--- src/rtl/ddr3_cmd_pkg.sv ---
// ddr3_cmd_pkg: DDR3 pin command encodings ({CS,RAS,CAS,WE}), sequencer states and the A10 bit index.
package ddr3_cmd_pkg;
    localparam logic [3:0] CMD_NOP = 4'b0111;
    localparam logic [3:0] CMD_ACT = 4'b0011;
    localparam logic [3:0] CMD_RD  = 4'b0101;
    localparam logic [3:0] CMD_WR  = 4'b0100;
    localparam logic [3:0] CMD_PRE = 4'b0010;
    localparam logic [3:0] CMD_REF = 4'b0001;
    localparam int A10 = 10;
    typedef enum logic [2:0] {S_IDLE, S_PRE_ONE, S_ACT, S_WAIT, S_ISSUE, S_PREA, S_REF} state_t;
endpackage

--- src/rtl/ddr3_cmd_sequencer_if.sv ---
// ddr3_cmd_sequencer_if: valid/ready host request port of the DDR3 command sequencer.
interface ddr3_cmd_sequencer_if #(
    parameter int BA_W  = 3,
    parameter int ROW_W = 14,
    parameter int COL_W = 10
);
    logic             valid;
    logic             ready;
    logic             write;
    logic             ap;
    logic [BA_W-1:0]  ba;
    logic [ROW_W-1:0] row;
    logic [COL_W-1:0] col;
    modport master(output valid, write, ap, ba, row, col, input ready);
    modport slave(input valid, write, ap, ba, row, col, output ready);
endinterface

--- src/rtl/ddr3_refresh_timer.sv ---
// ddr3_refresh_timer: free-running tREFI counter raising a refresh request and a sticky overrun flag.
module ddr3_refresh_timer #(
    parameter int T_REFI = 100
) (
    input  logic clk,
    input  logic rst_n,
    input  logic ref_issued,
    output logic ref_pending,
    output logic ref_overrun
);
    localparam int CW = T_REFI > 1 ? $clog2(T_REFI) : 1;
    logic [CW-1:0] cnt;
    logic          expire;
    assign expire = cnt == CW'(T_REFI - 1);
    // expiry wins over a same-cycle issue, so a fresh interval is never lost
    always_ff @(posedge clk or negedge rst_n) begin
        if (!rst_n) begin
            cnt         <= '0;
            ref_pending <= 1'b0;
            ref_overrun <= 1'b0;
        end else begin
            cnt         <= expire ? '0 : cnt + 1'b1;
            ref_pending <= expire | (ref_pending & ~ref_issued);
            ref_overrun <= ref_overrun | (expire & ref_pending & ~ref_issued);
        end
    end
endmodule

--- src/rtl/ddr3_cmd_sequencer.sv ---
// ddr3_cmd_sequencer: turns host read/write requests into timed DDR3 pin commands,
// tracking open rows per bank and inserting periodic refresh.
module ddr3_cmd_sequencer
    import ddr3_cmd_pkg::*;
#(
    parameter int NUM_BANKS = 8,
    parameter int BA_W      = 3,
    parameter int ROW_W     = 14,
    parameter int COL_W     = 10,
    parameter int T_RCD     = 5,
    parameter int T_RP      = 5,
    parameter int T_RFC     = 10,
    parameter int T_REFI    = 100
) (
    input  logic                 clk,
    input  logic                 rst_n,
    ddr3_cmd_sequencer_if.slave  req,
    output logic                 cs,
    output logic                 ras,
    output logic                 cas,
    output logic                 we,
    output logic [BA_W-1:0]      ba,
    output logic [ROW_W-1:0]     a,
    output logic                 ref_overrun,
    output logic                 busy
);
    localparam int T_AB  = T_RCD > T_RP ? T_RCD : T_RP;
    localparam int T_MAX = T_RFC > T_AB ? T_RFC : T_AB;
    localparam int CW    = $clog2(T_MAX + 1);
    localparam logic [ROW_W-1:0] A_PREA = ROW_W'(1) << A10;

    state_t               state, target;
    logic [CW-1:0]        wcnt;
    logic [3:0]           cmd, cmd_rw;
    logic [NUM_BANKS-1:0] open_q;
    logic [ROW_W-1:0]     row_q [NUM_BANKS];
    logic [ROW_W-1:0]     a_rw;
    logic                 ref_pending, hit;

    ddr3_refresh_timer #(.T_REFI(T_REFI)) u_refresh (
        .clk(clk),
        .rst_n(rst_n),
        .ref_issued(state == S_REF),
        .ref_pending(ref_pending),
        .ref_overrun(ref_overrun)
    );

    assign hit       = open_q[req.ba] && row_q[req.ba] == req.row;
    assign req.ready = state == S_ISSUE || (state == S_IDLE && !ref_pending && req.valid && hit);
    assign busy      = state != S_IDLE;
    assign {cs, ras, cas, we} = cmd;
    assign cmd_rw    = req.write ? CMD_WR : CMD_RD;

    always_comb begin
        a_rw            = '0;
        a_rw[COL_W-1:0] = req.col;
        a_rw[A10]       = req.ap;
    end

    always_ff @(posedge clk) if (state == S_ACT) row_q[req.ba] <= req.row;

    // each command state drives its pin code on its one edge; WAIT counts T-1 down to 0
    always_ff @(posedge clk or negedge rst_n) begin
        if (!rst_n) begin
            state  <= S_IDLE;
            target <= S_IDLE;
            wcnt   <= '0;
            cmd    <= CMD_NOP;
            ba     <= '0;
            a      <= '0;
            open_q <= '0;
        end else begin
            cmd <= CMD_NOP;
            case (state)
                S_IDLE: begin
                    if (ref_pending && |open_q) state <= S_PREA;
                    else if (ref_pending) state <= S_REF;
                    else if (req.valid && hit) begin
                        cmd <= cmd_rw;
                        ba  <= req.ba;
                        a   <= a_rw;
                        if (req.ap) open_q[req.ba] <= 1'b0;
                    end
                    else if (req.valid && open_q[req.ba]) state <= S_PRE_ONE;
                    else if (req.valid) state <= S_ACT;
                end
                S_PRE_ONE: begin
                    cmd            <= CMD_PRE;
                    ba             <= req.ba;
                    a              <= '0;
                    open_q[req.ba] <= 1'b0;
                    state          <= T_RP == 1 ? S_ACT : S_WAIT;
                    target         <= S_ACT;
                    wcnt           <= CW'(T_RP - 1);
                end
                S_ACT: begin
                    cmd            <= CMD_ACT;
                    ba             <= req.ba;
                    a              <= req.row;
                    open_q[req.ba] <= 1'b1;
                    state          <= T_RCD == 1 ? S_ISSUE : S_WAIT;
                    target         <= S_ISSUE;
                    wcnt           <= CW'(T_RCD - 1);
                end
                S_WAIT: begin
                    wcnt <= wcnt - 1'b1;
                    if (wcnt == CW'(1)) state <= target;
                end
                S_ISSUE: begin
                    cmd   <= cmd_rw;
                    ba    <= req.ba;
                    a     <= a_rw;
                    state <= S_IDLE;
                    if (req.ap) open_q[req.ba] <= 1'b0;
                end
                S_PREA: begin
                    cmd    <= CMD_PRE;
                    ba     <= '0;
                    a      <= A_PREA;
                    open_q <= '0;
                    state  <= T_RP == 1 ? S_REF : S_WAIT;
                    target <= S_REF;
                    wcnt   <= CW'(T_RP - 1);
                end
                S_REF: begin
                    cmd    <= CMD_REF;
                    state  <= T_RFC == 1 ? S_IDLE : S_WAIT;
                    target <= S_IDLE;
                    wcnt   <= CW'(T_RFC - 1);
                end
                default: state <= S_IDLE;
            endcase
        end
    end
endmodule

--- src/flat_wrapper.sv ---
// flat-port wrapper written by rule: the top's interface ports become plain ports
module ddr3_cmd_sequencer_flat import ddr3_cmd_pkg::*;
#(
    parameter int NUM_BANKS = 8,
    parameter int BA_W      = 3,
    parameter int ROW_W     = 14,
    parameter int COL_W     = 10,
    parameter int T_RCD     = 5,
    parameter int T_RP      = 5,
    parameter int T_RFC     = 10,
    parameter int T_REFI    = 100
)
  (clk, rst_n, cs, ras, cas, we, ba, a, ref_overrun, busy, req_valid, req_write, req_ap, req_ba, req_row, req_col, req_ready);
  ddr3_cmd_sequencer_if #(.BA_W(BA_W), .ROW_W(ROW_W), .COL_W(COL_W)) req_i ();
  input  logic clk;
  input  logic rst_n;
  output logic cs;
  output logic ras;
  output logic cas;
  output logic we;
  output logic [BA_W-1:0] ba;
  output logic [ROW_W-1:0] a;
  output logic ref_overrun;
  output logic busy;
  input wire logic [$bits(req_i.valid)-1:0] req_valid;
  input wire logic [$bits(req_i.write)-1:0] req_write;
  input wire logic [$bits(req_i.ap)-1:0] req_ap;
  input wire logic [$bits(req_i.ba)-1:0] req_ba;
  input wire logic [$bits(req_i.row)-1:0] req_row;
  input wire logic [$bits(req_i.col)-1:0] req_col;
  output wire logic [$bits(req_i.ready)-1:0] req_ready;
  assign req_i.valid = req_valid;
  assign req_i.write = req_write;
  assign req_i.ap = req_ap;
  assign req_i.ba = req_ba;
  assign req_i.row = req_row;
  assign req_i.col = req_col;
  assign req_ready = req_i.ready;
  ddr3_cmd_sequencer #(.NUM_BANKS(NUM_BANKS), .BA_W(BA_W), .ROW_W(ROW_W), .COL_W(COL_W), .T_RCD(T_RCD), .T_RP(T_RP), .T_RFC(T_RFC), .T_REFI(T_REFI)) u_core (.clk(clk), .rst_n(rst_n), .req(req_i), .cs(cs), .ras(ras), .cas(cas), .we(we), .ba(ba), .a(a), .ref_overrun(ref_overrun), .busy(busy));
endmodule
--- config.mk ---
export PLATFORM = sky130hd
export DESIGN_NAME = ddr3_cmd_sequencer_flat
export DESIGN_NICKNAME = d
export VERILOG_FILES = /design/src/rtl/ddr3_cmd_pkg.sv /design/src/rtl/ddr3_cmd_sequencer_if.sv /design/src/rtl/ddr3_refresh_timer.sv /design/src/rtl/ddr3_cmd_sequencer.sv /design/src/flat_wrapper.sv
export SDC_FILE = /design/constraint.sdc
export NUM_CORES = 1
export LEC_CHECK = 0
export ABC_AREA = 1
export CAP_MARGIN = 5
export CELL_PAD_IN_SITES_DETAIL_PLACEMENT = 1
export CELL_PAD_IN_SITES_GLOBAL_PLACEMENT = 1
export CORE_MARGIN = 1.5
export CORE_UTILIZATION = 40
export DETAILED_ROUTE_END_ITERATION = 12
export GPL_ROUTABILITY_DRIVEN = 0
export PLACE_DENSITY_LB_ADDON = 0.1
export SYNTH_ARGS = -nofsm -noshare
export SYNTH_HDL_FRONTEND = slang
export SYNTH_SLANG_ARGS = --single-unit
--- constraint.sdc ---
create_clock -name clk -period 6.1 [get_ports clk]
set_clock_uncertainty 0.2 [all_clocks]
set_input_delay 1.22 -clock clk [delete_from_list [all_inputs] [get_ports clk]]
set_output_delay 1.22 -clock clk [all_outputs]
set_load 0.005 [all_outputs]
==> flow_summary.toml, run 1 <==
[routing]
drtPass1Iterations = 5
drt_iter0_drc = 353
detail_route.wl_per_cell_um = 18.0
vias = 5786
drt_wl_total_mm = 20.9
route.detailed.drc = 0
ant_nets = 0
drt-vias-per-instance = 4.98

[logic_synthesis]
synthesis.instances = 852
synth_edf_count = 112
synth_area_leader_cell = "edfxtp_1"
synthArstFlopShare_pct = 29.1
yosys-top-cells-area = "edfxtp_1 45%, dfrtp_1 14%, nand2_1 13%, inv_1 7.9%, nand3_1 5.0%"
avgSynthCellArea_um2 = 8.85
synthesis.area_mm2 = 0.00754
yosysTopAreaCellShare_pct = 44.6
ys_seq_area_share_pct = 59.9
yosys_most_used_dff = "edfxtp_1"
synth_nets = 893
yosysUniqueCellTypes = 33
ys_ff_latch = 158
yosysWarningCount = 0

[power_and_ir_drop]
peakVddDrop_mv = 0.210
p_clk_share_pct = 29.0
seqPwrFrac_pct = 41.0
total_power_mw = 3.43
power_density_mw_per_mm2 = 385
comb_power_share_pct = 30.0
p_switching_mw = 1.20
total_leakage_power_nw = 4.14
swShare_pct = 34.9
internal-power_mw = 2.23

[cells_and_area]
fin_cells = 1162
nNetsFinal = 956
postLayoutCoreUtil_pct = 47.9
drive_above_1_share_pct = 6.79
ff_latch_area_mm2 = 0.00452
syn2layout_area_growth_pct = 18.0
multi_input_area_mm2 = 0.00226
n_fill_cell = 2162
antenna_cells = 0

[timing]
period_needed_ns = 5.60
setup_viol = 0
rsz0062_at_grt = "no"
relSlewSlack_pct = 28.6
worst_pin_slew_ns = 1.07
fmax_mhz = 179
post-route-period-util_pct = 91.7
drv_slew = 0
hold_viol = 0
fin_tns_setup_ns = 0

[clock_network]
cts_root_buffer = "clkbuf_16"
clk_path_buf_depth = 2
clk_latency_ns = 0.44
cts_hold_buf = 0
clock_sinks = 158
post_cts_buffers = 0
clkTransAtPathRegs_ns = 0.07
cts_buffers = 17
cts_resized = 0
cts_max_level = 4
cts_tree = "yes"

[global_routing]
grt_pass1_vias = 6113
track_usage_pct = 22.6
antenna_found_initial = 0
grt_pass1_wl_mm = 33.3
grt.overflow.total = 0
grt_max_degree = 68

[setup_path]
cp-start-kind = "primary input"
crit_arrival_ns = 4.18
crit_type = "primary input to output port"
worst-path-buf-inv = 4
crit_top_cell = "nand2_1"
crit_path_end_kind = "output port"
worstPathRequired_ns = 4.68
max_stage_delay_ns = 0.59
cp_top_family = "simple AND/OR/NAND/NOR gates"
cp_cell_sequence = "clkdlybuf4s50_1, inv_1, nor2_2, buf_4, nand3_1, nand2_1, nor2_1, nand2_1, nand2_1, nor2_1, nand2_1, nor2_1, nand3_1, nand2_1, clkdlybuf4s50_1"
slowest_stage = "clkdlybuf4s50_1"
cp_max_fo = 11

[floorplan]
rows = 50
io_pins = 56
core_area_mm2 = 0.0186
dieArea_mm2 = 0.0197
initial_core_util_pct = 40.6
die_h_um = 140
die-width_um = 140

[hold_path]
hold_class = "flop to flop"

[run]
drv_cap = 0

[placement]
port_buffers = 54
placed_cells = 1130
dp_hpwl_mm = 14.2

[status]
status = "complete, no violations"
==> metal layers <==
layer / up-vias / part of all wire [%] / global-route usage [%]
met4: 0 / 2.3 / 8.75
met2: 105 / 50 / 38.7
li1: 2813 / - / -
met3: 31 / 3.6 / 3.56
met1: 2837 / 44 / 28.8
met5: - / 0 / 0
==> path summary, 6_finish.rpt <==
path                       cells after the start               startpoint  slack, ns                      end
setup / recovery                              15                req_ba[1]       0.50                req_ready
hold / removal                                 1  u_core.u_refresh.cnt[0]       0.27  u_core.u_refresh.cnt[0]
setup reg to reg                              11          u_core.state[0]       3.26             u_core.a[11]
hold reg to reg                                1  u_core.u_refresh.cnt[0]       0.27  u_core.u_refresh.cnt[0]
max in group asynchronous                      1                    rst_n       4.26             u_core.ba[0]
min in group asynchronous                      1                    rst_n       0.76  u_core.u_refresh.cnt[2]
==> layout by cell type, fill, tap and decap left out, drive strengths merged <==
cell type      netlist  routed
nand2              267     267
inv                160     166
edfxtp             112     112
nand3               76      76
nor2                65      65
clkdlybuf4s50        0      52
dfrtp               43      43
o21ai               38      38
a21oi               23      23
buf                 21      20
clkbuf               7      18
nand4               11      11
ha                   9       9
a31oi                5       5
clkinv               0       5
dfstp                3       3
clkinvlp             0       3
o21bai               2       2
xor2                 2       2
or2                  1       1
o2111ai              1       1
xnor2                1       1
a31o                 1       1
a32o                 1       1
a22o                 1       1
nand3b               1       1
conb                 1       1
==> per-stage QoR <==
stage                     setup slack, ns  hold slack (ns)  cell area (um2)
final                               0.504            0.271             8900
after detailed placement            0.541            0.264             8360
after CTS                           0.531            0.279             8900
after global placement              0.586            0.253             8360
after floorplan                      2.17            0.233             7540
after global routing                0.360            0.298             8900
==> kinds of logic (layout without fill, tap and decap cells) <==
group	Yosys count	count (layout)	synth area share, %
other	1	1	0.0497
XOR/XNOR	3	3	0.348
buffers and inverters	188	264	10.1
AO/OA/AOI/OAI	72	72	5.14
adder cells (fa/ha/maj)	9	9	1.49
flip-flops	158	158	59.9
AND/OR/NAND/NOR	421	421	23.0
==> flip-flops by register name, summed over array words and instances (netlist names) <==
signal	flops
u_core.ba	3
u_core.target	2
u_core.wcnt	4
u_core.row_q	112
u_core.u_refresh.cnt	7
u_core.u_refresh.ref_overrun	1
u_core.a	14
u_core.u_refresh.ref_pending	1
u_core.open_q	8
u_core.cmd	3
u_core.state	3
==> power by group through the flow <==
stage	clock, mW	combinational (mW)	sequential (mW)
after floorplan	0	0.633	1.42
after global placement	0	1.00	1.42
after detailed placement	0	1.04	1.43
after CTS	1.01	1.05	1.41
after global routing	1.05	1.17	1.42
final	0.995	1.03	1.41
==> area by class of cell <==
type	count	share of cell area (%)
clock inverter	14	1.22
clock buffer	18	4.82
tap	234	3.29
inverter	160	6.75
sequential	158	50.8
timing repair buffer	72	7.76
multi-input combinational	506	25.4
==> synthesized netlist by cell type, types with 4 or more instances <==
| cell type | n |
|---|---|
| a31oi_1 | 5 |
| o21ai_1 | 4 |
| nand3_1 | 75 |
| a21oi_1 | 23 |
| clkbuf_1 | 6 |
| buf_2 | 11 |
| nand4_1 | 11 |
| nand2_1 | 265 |
| buf_4 | 9 |
| o21ai_0 | 34 |
| dfrtp_1 | 43 |
| edfxtp_1 | 112 |
| inv_1 | 159 |
| nor2_1 | 62 |
| ha_1 | 9 |
(Power assumes the default switching activity.)
==> inputs of run 2 (changes only) <==
- SKIP_CTS_REPAIR_TIMING: not set -> 1
==> results of run 2 <==
No change in the layout: final DEF, timing and power equal those of run 1.
